File: src/rtl/iicm_arb.sv
// Round-robin arbiter/sequencer sharing one iic write master among NUM_REQ requesters.
// One byte transaction at a time; a watchdog aborts hung frames and pulses the master's reset.
module iicm_arb #(
  parameter int NUM_REQ = 4,
  parameter int TIMEOUT = 60000,
  parameter int RST_CYC = 4
) (
  input  logic                 clk,
  input  logic                 rst,
  input  logic [NUM_REQ-1:0]   req,
  input  logic [8*NUM_REQ-1:0] req_data,
  output logic [NUM_REQ-1:0]   gnt,
  output logic [NUM_REQ-1:0]   done,
  output logic [NUM_REQ-1:0]   err,
  output logic                 busy,
  output logic [7:0]           iic_data,
  output logic                 iic_start,
  input  logic                 iic_finish,
  output logic                 iic_rstn
);
  localparam int CW = $clog2(TIMEOUT + 1);
  localparam int LW = $clog2(NUM_REQ);

  typedef logic [CW-1:0] cnt_t;
  typedef enum logic [2:0] {IDLE, LAUNCH, WAIT, DRAIN, RECOVER} state_t;

  localparam cnt_t          TO_LAST  = cnt_t'(TIMEOUT - 1);
  localparam cnt_t          RC_LAST  = cnt_t'(RST_CYC - 1);
  localparam logic [LW-1:0] LAST_RST = LW'(NUM_REQ - 1);

  state_t                    state, state_n;
  logic [NUM_REQ-1:0][7:0]   req_byte;
  logic [LW-1:0]             last, last_n, sel;
  logic                      sel_vld;
  logic [NUM_REQ-1:0]        gnt_n, done_n, err_n;
  logic [7:0]                data_n;
  cnt_t                      cnt, cnt_n;
  logic                      finish_d, rstn_n, rise;

  assign req_byte  = req_data;
  assign rise      = iic_finish & ~finish_d;
  assign busy      = (state != IDLE);
  assign iic_start = (state == LAUNCH);

  // Rotating priority: the requester just after the last owner is searched first.
  always_comb begin
    sel     = '0;
    sel_vld = 1'b0;
    for (int k = 1; k <= NUM_REQ; k++) begin
      if (!sel_vld && req[(int'(last) + k) % NUM_REQ]) begin
        sel_vld = 1'b1;
        sel     = LW'((int'(last) + k) % NUM_REQ);
      end
    end
  end

  always_comb begin
    state_n = state;
    gnt_n   = gnt;
    done_n  = '0;
    err_n   = '0;
    data_n  = iic_data;
    last_n  = last;
    cnt_n   = cnt;
    rstn_n  = 1'b1;
    case (state)
      IDLE: begin
        // The master ignores start while finishing, so never grant under finish.
        if (sel_vld && !iic_finish) begin
          gnt_n   = NUM_REQ'(1) << sel;
          data_n  = req_byte[sel];
          last_n  = sel;
          state_n = LAUNCH;
        end
      end
      LAUNCH: begin
        cnt_n   = '0;
        state_n = WAIT;
      end
      WAIT: begin
        if (rise) begin
          done_n  = gnt;
          gnt_n   = '0;
          state_n = DRAIN;
        end else if (cnt == TO_LAST) begin
          err_n   = gnt;
          gnt_n   = '0;
          rstn_n  = 1'b0;
          cnt_n   = '0;
          state_n = RECOVER;
        end else if (cnt != '1) begin
          cnt_n = cnt + 1'b1;
        end
      end
      DRAIN: begin
        if (!iic_finish) state_n = IDLE;
      end
      RECOVER: begin
        // Same counter times the reset pulse; release on the exit edge.
        if (cnt == RC_LAST) begin
          state_n = IDLE;
        end else begin
          rstn_n = 1'b0;
          if (cnt != '1) cnt_n = cnt + 1'b1;
        end
      end
      default: state_n = IDLE;
    endcase
  end

  always_ff @(posedge clk) begin
    if (rst) begin
      state    <= IDLE;
      gnt      <= '0;
      done     <= '0;
      err      <= '0;
      iic_data <= 8'h00;
      iic_rstn <= 1'b0;
      last     <= LAST_RST;
      finish_d <= 1'b0;
      cnt      <= '0;
    end else begin
      state    <= state_n;
      gnt      <= gnt_n;
      done     <= done_n;
      err      <= err_n;
      iic_data <= data_n;
      iic_rstn <= rstn_n;
      last     <= last_n;
      finish_d <= iic_finish;
      cnt      <= cnt_n;
    end
  end
endmodule

File: config.mk
export PLATFORM = sky130hd
export DESIGN_NAME = iicm_arb
export DESIGN_NICKNAME = d
export VERILOG_FILES = /design/src/rtl/iicm_arb.sv
export SDC_FILE = /design/constraint.sdc
export NUM_CORES = 1
export LEC_CHECK = 0
export CAP_MARGIN = 25
export CORE_ASPECT_RATIO = 0.7
export CORE_UTILIZATION = 52
export CTS_CLUSTER_DIAMETER = 40
export DETAILED_ROUTE_END_ITERATION = 6
export PLACE_DENSITY = 0.95
export SYNTH_ARGS = -nofsm -noshare
export SYNTH_HDL_FRONTEND = slang
export SYNTH_SLANG_ARGS = --single-unit
File: constraint.sdc
create_clock -name clk -period 3.8 [get_ports clk]
set_clock_uncertainty 0.05 [all_clocks]
set_input_delay 0.38 -clock clk [delete_from_list [all_inputs] [get_ports clk]]
set_output_delay 0.38 -clock clk [all_outputs]
set_load 0.03 [all_outputs]
Word level (Yosys, flattened, before mapping)
Cells that the tools add are included.
{ "word_totals": {"regBits": 43, "in_bits": 39, "elab_cells": 105} }
{ "op_classes": {"add_sub_neg": 5, "magnitude_cmp": 5, "n_eq_ne": 13, "shifts": 1, "muxes": 41, "n_bitwise": 9, "reduce_logical": 22} }
{ "op_table": {"columns": ["op", "count"], "rows": [
  ["2-to-1 mux 16 bit", 4],
  ["case mux 16 bit (3 select lines)", 1],
  ["adder 16 x 1 -> 16 bit (second input constant)", 1],
  ["binary-select mux 8 bit (select 2 bit)", 1],
  ["== test 16 bit (second input constant)", 1],
  ["== test 16 x 2 -> 1 bit (second input constant)", 1],
  ["less-than comparator 3 x 4 -> 1 bit (second input constant)", 4],
  ["!= test 16 bit (second input constant)", 1],
  ["2-to-1 mux 1 bit", 15],
  ["2-to-1 mux 3 bit", 5],
  ["case mux 3 bit (5 select lines)", 1],
  ["2-to-1 mux 4 bit", 3],
  ["!= test 2 bit (second input constant)", 5],
  ["binary-select mux 1 bit (select 2 bit)", 4],
  ["2-to-1 mux 2 bit", 4],
  ["2-to-1 mux 8 bit", 1],
  ["case mux 4 bit (2 select lines)", 1],
  ["OR reduction 2 bit", 4],
  ["== test 3 x 2 -> 1 bit (second input constant)", 2],
  ["AND reduction 3 bit", 2],
  ["nonzero test 3 bit", 2],
  ["adder 2 x 1 -> 2 bit (second input constant)", 2],
  ["adder 2 bit (second input constant)", 2],
  ["AND 1 bit (first input constant)", 4],
  ["other kinds (16)", 25]
]} }

Longest topological paths before layout
Gate-level depths: netlist (run 1).
{ "depth": {"ltp_word": 19, "depth_mapped": 8} }

Least setup slack after synthesis (run 1)
No wires, ideal clock.
{ "synth_timing": {"path_type": "reg2reg", "from": "register state[2]", "to": "register cnt[9]", "arrival_ns": 2.415, "required_time_ns": 3.691, "setup_slack_ns": 1.276, "path_stages_with_launch": 8, "period_less_slack_ns": 2.524, "cell_sequence": "dfxtp_1 > clkdlybuf4s15_1 > nor3b_1 > o31a_1 > buf_4 > nand3b_1 > or4_1 > nand2_1"} }
{ "synth_via": {"elab_chain_len": 3, "elab_cells_between_ends": 8, "classes_between": "eq/ne: 5; mux: 1; reduce/logical: 2"} }
{ "synth_rtl": {"columns": ["item", "line", "rtl"], "rows": [
  ["start: declaration", "31", "state_t state, state_n;"],
  ["start signal: assignment", "123", "state <= state_n;"],
  ["== test 3 x 1 -> 1 bit *", null, null],
  ["named net iic_start", "17", "output logic iic_start,"],
  ["nonzero test 3 bit (no source line)", null, null],
  ["AND reduction 3 bit (no source line)", null, null],
  ["end signal: assignment", "131", "cnt <= cnt_n;"],
  ["end: declaration", "37", "cnt_t cnt, cnt_n;"]
]} }
Mark *: on every way through the listed nets, which the timed path passes. The rest lies on a longest branch.
A chain may end at the register's enable or synchronous reset.

Worst setup path in the final report (run 1)
{ "layout_timing": {"from": "register state[0]", "to": "output port iic_start"} }
{ "layout_via": {"elab_chain_len": 1} }
{ "layout_rtl": {"columns": ["item", "line", "rtl"], "rows": [
  ["== test 3 x 1 -> 1 bit", "43", "assign iic_start = (state == LAUNCH);"],
  ["end: declaration", "17", null]
]} }
Every way passes these cells.

==> reports/qor.yml, run 1 <==
outcome:
  status: "finished clean"
floorplanning:
  die_area_um2: 4770
  ios: 62
  initial_core_util_pct: 56.8
  die_h_um: 58.1
  core_um2: 4110
  die_x_um: 82.1
  num_rows: 19
yosys:
  yosys.area.top_type: "dfxtp_1"
  ys_seq_area_share_pct: 36.9
  syn_area_per_cell_um2: 8.62
  synthesis.nets: 311
  synth.area.top_cells: "dfxtp_1 (37%), mux2_2 (6.8%), nor2_1 (5.9%)"
  yosysUniqueCellTypes: 59
  synth_edf_count: 0
  ys.flop_type: "dfxtp_1"
  synth_seq_cells: 43
  synth_async_sr_flop_share_pct: 0
  synth_warnings: 0
  mappedNetlistArea_um2: 2330
  yosysTopAreaCellShare_pct: 36.9
  syn_inst: 271
route:
  drt_iter0_drc: 302
  ant_nets: 0
  via_per_inst: 6.09
  drc_errors: 0
  vias: 2313
  wl_per_cell_um: 15.8
  firstDrtPassIters: 5
  wl_um: 6010
timing:
  fmax_mhz: 392
  fin_crit_sh_pct: 67.1
  rsz0062_at_grt: "false"
  relSlewSlack_pct: 41.0
  drv_slew: 0
  period_minus_slack_ps: 2550
  worst_slack_ps: 1250
  worstMarginPinSlew_ps: 885
  hold_viol_final: 0
  setup_viol: 0
  final.setup.tns_ps: 0
clocking:
  cts-hold-fix-buffers: 0
  clock_latency_ps: 300
  cts-buffers-inserted: 5
  root_buffer: "clkbuf_8"
  postCtsSetupBuffers: 0
  ctsResizeCount: 0
  h-tree-depth: 2
  cts.clk_slew.worst_paths_ps: 90
  clockBufferDepth: 2
  clkSinkCount: 43
  cts_tree: "done"
layout:
  final_cells: 380
  drive_gt1_share_pct: 13.1
  diodes: 0
  nNetsFinal: 367
  n_fill_cell: 304
  syn2layout_area_growth_pct: 30.6
  final_cell_mix: "clkdlybuf4s50_1 (61), dfxtp_1 (43), nor2_1 (37)"
  layout_commonest_cell: "clkdlybuf4s50_1"
setup_path:
  worstSetupPathType: "reg2out"
  crit_slowest_cell: "clkdlybuf4s50_1"
  cp.required_ps: 3370
  end_kind: "output port"
  critPathTopFamily: "buffers and inverters"
  worstSetupStartpoint: "state[0]$_SDFFE_PP0P_"
  crit_buf_inv: 1
  r2r-end: "cnt[15]$_SDFFE_PP0P_"
  crit_fanout: 15
  cpPeakStageDelay_ps: 760
  crit_arrival_ps: 2120
  startpoint_type: "register"
  rrSetupSlack_ps: 1290
  rr_startpoint: "cnt[5]$_SDFFE_PP0P_"
  reg2reg_depth: 6
  path_cells: "nor3b_1 -> clkdlybuf4s50_1"
power_and_ir_drop:
  ir_worst_vdd_mv: 0.235
  powerDensity_nw_per_um2: 369
  leakage_uw: 0.00109
hold_path:
  min_to: "iic_data[5]$_SDFFE_PP0P_"
  hp-start: "iic_data[5]$_SDFFE_PP0P_"
  worstHoldPathType: "reg2reg"
  hold_path_depth: 2
grt:
  gr-total-overflow: 0
  grt_start_max_net_pins: 16
  grt_usage_pct: 27.8
  grt_antenna_before_repair: 0
  grt_pass1_wl_um: 9980
  grt_pass1_vias: 2112
placed_design:
  dp_hpwl_um: 4400
  place_congestion: 0.957
  place_inst: 372
  post-place-ws_ps: 1080
  port_buffers: 61
run:
  max_cap_viol_count: 0
power by group:
group          internal, uW  total (uW)  switching (uW)
sequential              472         493            21.2
clock                   196         365             169
combinational           129         266             137
cell type report:
cell class | instances | area, um^2 | area share (%)
Clock buffer | 5 | 68.8 | 2.26
Tap cell | 52 | 65.1 | 2.13
Inverter | 5 | 18.8 | 0.616
Clock inverter | 3 | 43.8 | 1.44
Multi-Input combinational cell | 210 | 1370 | 45.1
Timing Repair Buffer | 62 | 618 | 20.3
Sequential cell | 43 | 861 | 28.2
cell usage after synthesis, types with 5 or more instances:
library cell,count
nor2_1,37
dfxtp_1,43
nand4_1,8
mux2_2,14
nor3_1,9
clkbuf_1,5
o21ai_0,10
a21oi_1,10
nand3_1,14
and2_1,9
xor2_1,9
inv_1,5
o22ai_1,7
nand2_1,19
per-stage QoR:
| stage | hold WS (ps) | total power [uW] | utilization, % | instance area (um^2) |
|---|---|---|---|---|
| final | 415 | 1120 | 74.1 | 3050 |
| after global routing | 437 | 1160 | 74.1 | 3050 |
| after CTS | 418 | 1120 | 74.1 | 3050 |
| after detailed placement | 406 | 764 | 71.4 | 2940 |
| after global placement | 399 | 757 | 71.4 | 2940 |
| after floorplan | 399 | 664 | - | 2330 |
flip-flops by register name, summed over array words and instances (netlist names):
| name | cells |
|---|---|
| err | 4 |
| state | 3 |
| iic_data | 8 |
| iic_rstn | 1 |
| last | 2 |
| cnt | 16 |
| done | 4 |
| finish_d | 1 |
| gnt | 4 |
layer usage:
layer | global-route usage (%) | routed length [um] | vias to the layer above | share of wire (%)
met2 | 42.9 | 2750 | 125 | 46
li1 | - | - | 1109 | -
met3 | 6.93 | 516 | 13 | 8.6
met4 | 9.52 | 114 | 0 | 1.9
met1 | 37.6 | 2630 | 1066 | 44
met5 | 0 | 0 | - | 0
how the worst max path moves through the flow:
stage,to,slack (ps),depth (start not counted)
after floorplan,cnt[9]$_SDFFE_PP0P_,1280,7
after global placement,iic_data[3]$_SDFFE_PP0P_,1210,7
after detailed placement,cnt[10]$_SDFFE_PP0P_,1080,7
after CTS,iic_start,1260,2
after global routing,iic_start,1110,2
final,iic_start,1250,2
tightest hold or removal path, stage by stage (launching register included):
cell,delay (ps)
dfxtp_1,320
nand2_1,50
a21oi_1,50
cell families after synthesis:
group / Yosys count / synth area share (%)
AND/OR/NAND/NOR: 135 / 32.2
multiplexers: 14 / 6.75
flip-flops: 43 / 36.9
adder cells (fa/ha/maj): 1 / 0.536
AO/OA/AOI/OAI: 51 / 16.0
XOR/XNOR: 9 / 3.38
buffers and inverters: 18 / 4.29
Power figures use the tool's default switching activity.
==> inputs of run 2 (changes only) <==
--- a/config.mk
+++ b/config.mk
@@ -7,10 +7,10 @@
 export LEC_CHECK = 0
 export CAP_MARGIN = 25
 export CORE_ASPECT_RATIO = 0.7
-export CORE_UTILIZATION = 52
+export CORE_UTILIZATION = 44
 export CTS_CLUSTER_DIAMETER = 40
 export DETAILED_ROUTE_END_ITERATION = 6
-export PLACE_DENSITY = 0.95
+export PLACE_DENSITY = 0.86
 export SYNTH_ARGS = -nofsm -noshare
 export SYNTH_HDL_FRONTEND = slang
 export SYNTH_SLANG_ARGS = --single-unit
==> constraint.sdc (replaced) <==
create_clock -name clk -period 2.2 [get_ports clk]
set_clock_uncertainty 0.05 [all_clocks]
set_input_delay 0.22 -clock clk [delete_from_list [all_inputs] [get_ports clk]]
set_output_delay 0.22 -clock clk [all_outputs]
set_load 0.03 [all_outputs]
==> reports/qor.yml, run 2 (same netlist as run 1, synthesis figures left out) <==
power_and_ir_drop:
  powerDensity_nw_per_um2: 581  # +58%
  ir_worst_vdd_mv: 0.378  # +61%
  leakage_uw: 0.00118  # +8.8%
route:
  vias: 2326  # +0.56%
  via_per_inst: 5.59  # -8.1%
  firstDrtPassIters: 4  # -1
  drt_iter0_drc: 145  # -52%
  wl_um: 6190  # +3.0%
  ant_nets: 0  # unchanged
  wl_per_cell_um: 14.9  # -6.0%
  drc_errors: 0  # unchanged
layout:
  final_cell_mix: "clkdlybuf4s50_1 (60), dfxtp_1 (41), nor2_1 (37)"
  regMostFlops: "cnt"
  finalCoreUtilization_pct: 64.9  # -9.2 points
  largest_register_ffs: 16  # unchanged
  drive_gt1_share_pct: 19.0  # +5.9 points
  syn2layout_area_growth_pct: 37.4
  n_fill_cell: 439  # +44%
  nNetsFinal: 386  # +5.2%
  layout_commonest_cell: "clkdlybuf4s50_1"
  reg_top3: "cnt x16, iic_data x8"
  final_cells: 416  # +9.5%
  diodes: 0  # unchanged
placed_design:
  place_congestion: 0.916  # -4.2%
  port_buffers: 61  # unchanged
  place_inst: 408  # +9.7%
  dp_hpwl_um: 4760  # +8.1%
floorplanning:
  die_area_um2: 5610  # +18%
  initial_core_util_pct: 47.3  # -9.5 points
  ios: 62  # unchanged
  die_x_um: 89.1  # +8.5%
  die_h_um: 62.9  # +8.4%
  num_rows: 21  # +2
  core_um2: 4940  # +20%
setup_path:
  crit_slowest_cell: "clkdlybuf4s50_1"
  path_cells: "or3_1 -> clkdlybuf4s50_1"
  crit_fanout: 10  # -5
  worstSetupPathType: "reg2out"
  cpPeakStageDelay_ps: 640  # -120 ps
  end_kind: "output port"
  startpoint_type: "register"
  rrSetupSlack_ps: 140  # -1150 ps
  crit_arrival_ps: 1810  # -310 ps
  cp.required_ps: 1930  # -1440 ps
  crit_buf_inv: 1  # unchanged
  critPathTopFamily: "buffers and inverters"
timing:
  fmax_mhz: 480
  worstMarginPinSlew_ps: 491  # -394 ps
  period_minus_slack_ps: 2080
  relSlewSlack_pct: 66.9  # +26 points
  drv_slew: 0  # unchanged
  setup_viol: 0  # unchanged
  fin_crit_sh_pct: 94.7
  hold_viol_final: 0  # unchanged
  rsz0062_at_grt: "false"
grt:
  grt_pass1_vias: 2161  # +2.3%
  grt_usage_pct: 23.8  # -3.9 points
  gr-total-overflow: 0  # unchanged
  grt_pass1_wl_um: 10300  # +2.8%
  grt_antenna_before_repair: 0  # unchanged
  grt_start_max_net_pins: 16  # unchanged
clocking:
  clkSinkCount: 43  # unchanged
  cts-hold-fix-buffers: 0  # unchanged
  clock_latency_ps: 300  # about the same
  root_buffer: "clkbuf_8"
  cts.clk_slew.worst_paths_ps: 90  # about the same
  cts-buffers-inserted: 5  # unchanged
  clockBufferDepth: 2  # unchanged
  postCtsSetupBuffers: 0  # unchanged
  ctsResizeCount: 1  # +1
  h-tree-depth: 2  # unchanged
  cts_tree: "done"
run:
  max_cap_viol_count: 0  # unchanged
outcome:
  status: "finished clean"
hold_path:
  worstHoldPathType: "reg2reg"
## run 2: power by group
part	total (uW)	switching, uW	leakage [uW]	internal (uW)
registers	852	36.7	0.000351	816
clock network	528	300	0.0000408	227
logic	484	238	0.000790	246
total	1860	575	0.00118	1290
## run 2: tightest hold or removal path, cell delays in order (launching register included)
cell and delay (ps):
dfxtp_1 320, nand2_1 50, a21oi_1 50
## run 2: cell type report
type	count	area, um^2	area share (%)
Clock buffer	5	68.8	2.15
Clock inverter	3	23.8	0.741
Inverter	5	18.8	0.585
Multi-Input combinational cell	210	1380	43.1
Sequential cell	43	863	26.9
Tap cell	69	86.3	2.69
Timing Repair Buffer	81	763	23.8
## run 2: final timing paths
kind,startpoint,endpoint,cells past startpoint
setup reg to reg,cnt[5]$_SDFFE_PP0P_,cnt[5]$_SDFFE_PP0P_,8
hold / removal,iic_data[5]$_SDFFE_PP0P_,iic_data[5]$_SDFFE_PP0P_,2
setup / recovery,state[1]$_SDFFE_PP0P_,busy,2
hold reg to reg,iic_data[5]$_SDFFE_PP0P_,iic_data[5]$_SDFFE_PP0P_,2
## run 2: layer usage
layer / share of wire (%) / routed length [um] / GRT usage, %
met1: 46 / 2880 / 32.4
met2: 47 / 2910 / 37.5
met3: 5.0 / 308 / 6.08
met4: 1.6 / 97 / 5.95
met5: 0 / 0 / 0
## run 2: stage by stage
stage	total power (uW)	hold WS (ps)	cell area [um^2]	setup slack [ps]	setup TNS [ps]
4_1_cts	1870	417	3200	70.9	0
6_report	1860	416	3210	116	0
2_1_floorplan	1150	239	2340	53.7	0
5_1_grt	1960	438	3210	0.174	0
3_3_place_gp	1340	399	3110	21.5	0
3_5_place_dp	1350	403	3110	-22.1	-75.7
==> inputs of run 3 (changes only) <==
--- a/config.mk
+++ b/config.mk
@@ -11,6 +11,7 @@
 export CTS_CLUSTER_DIAMETER = 40
 export DETAILED_ROUTE_END_ITERATION = 6
 export PLACE_DENSITY = 0.86
+export SLEW_MARGIN = 20
 export SYNTH_ARGS = -nofsm -noshare
 export SYNTH_HDL_FRONTEND = slang
 export SYNTH_SLANG_ARGS = --single-unit
==> results of run 3 <==
Final layout, timing and power as in run 2 (identical DEF).
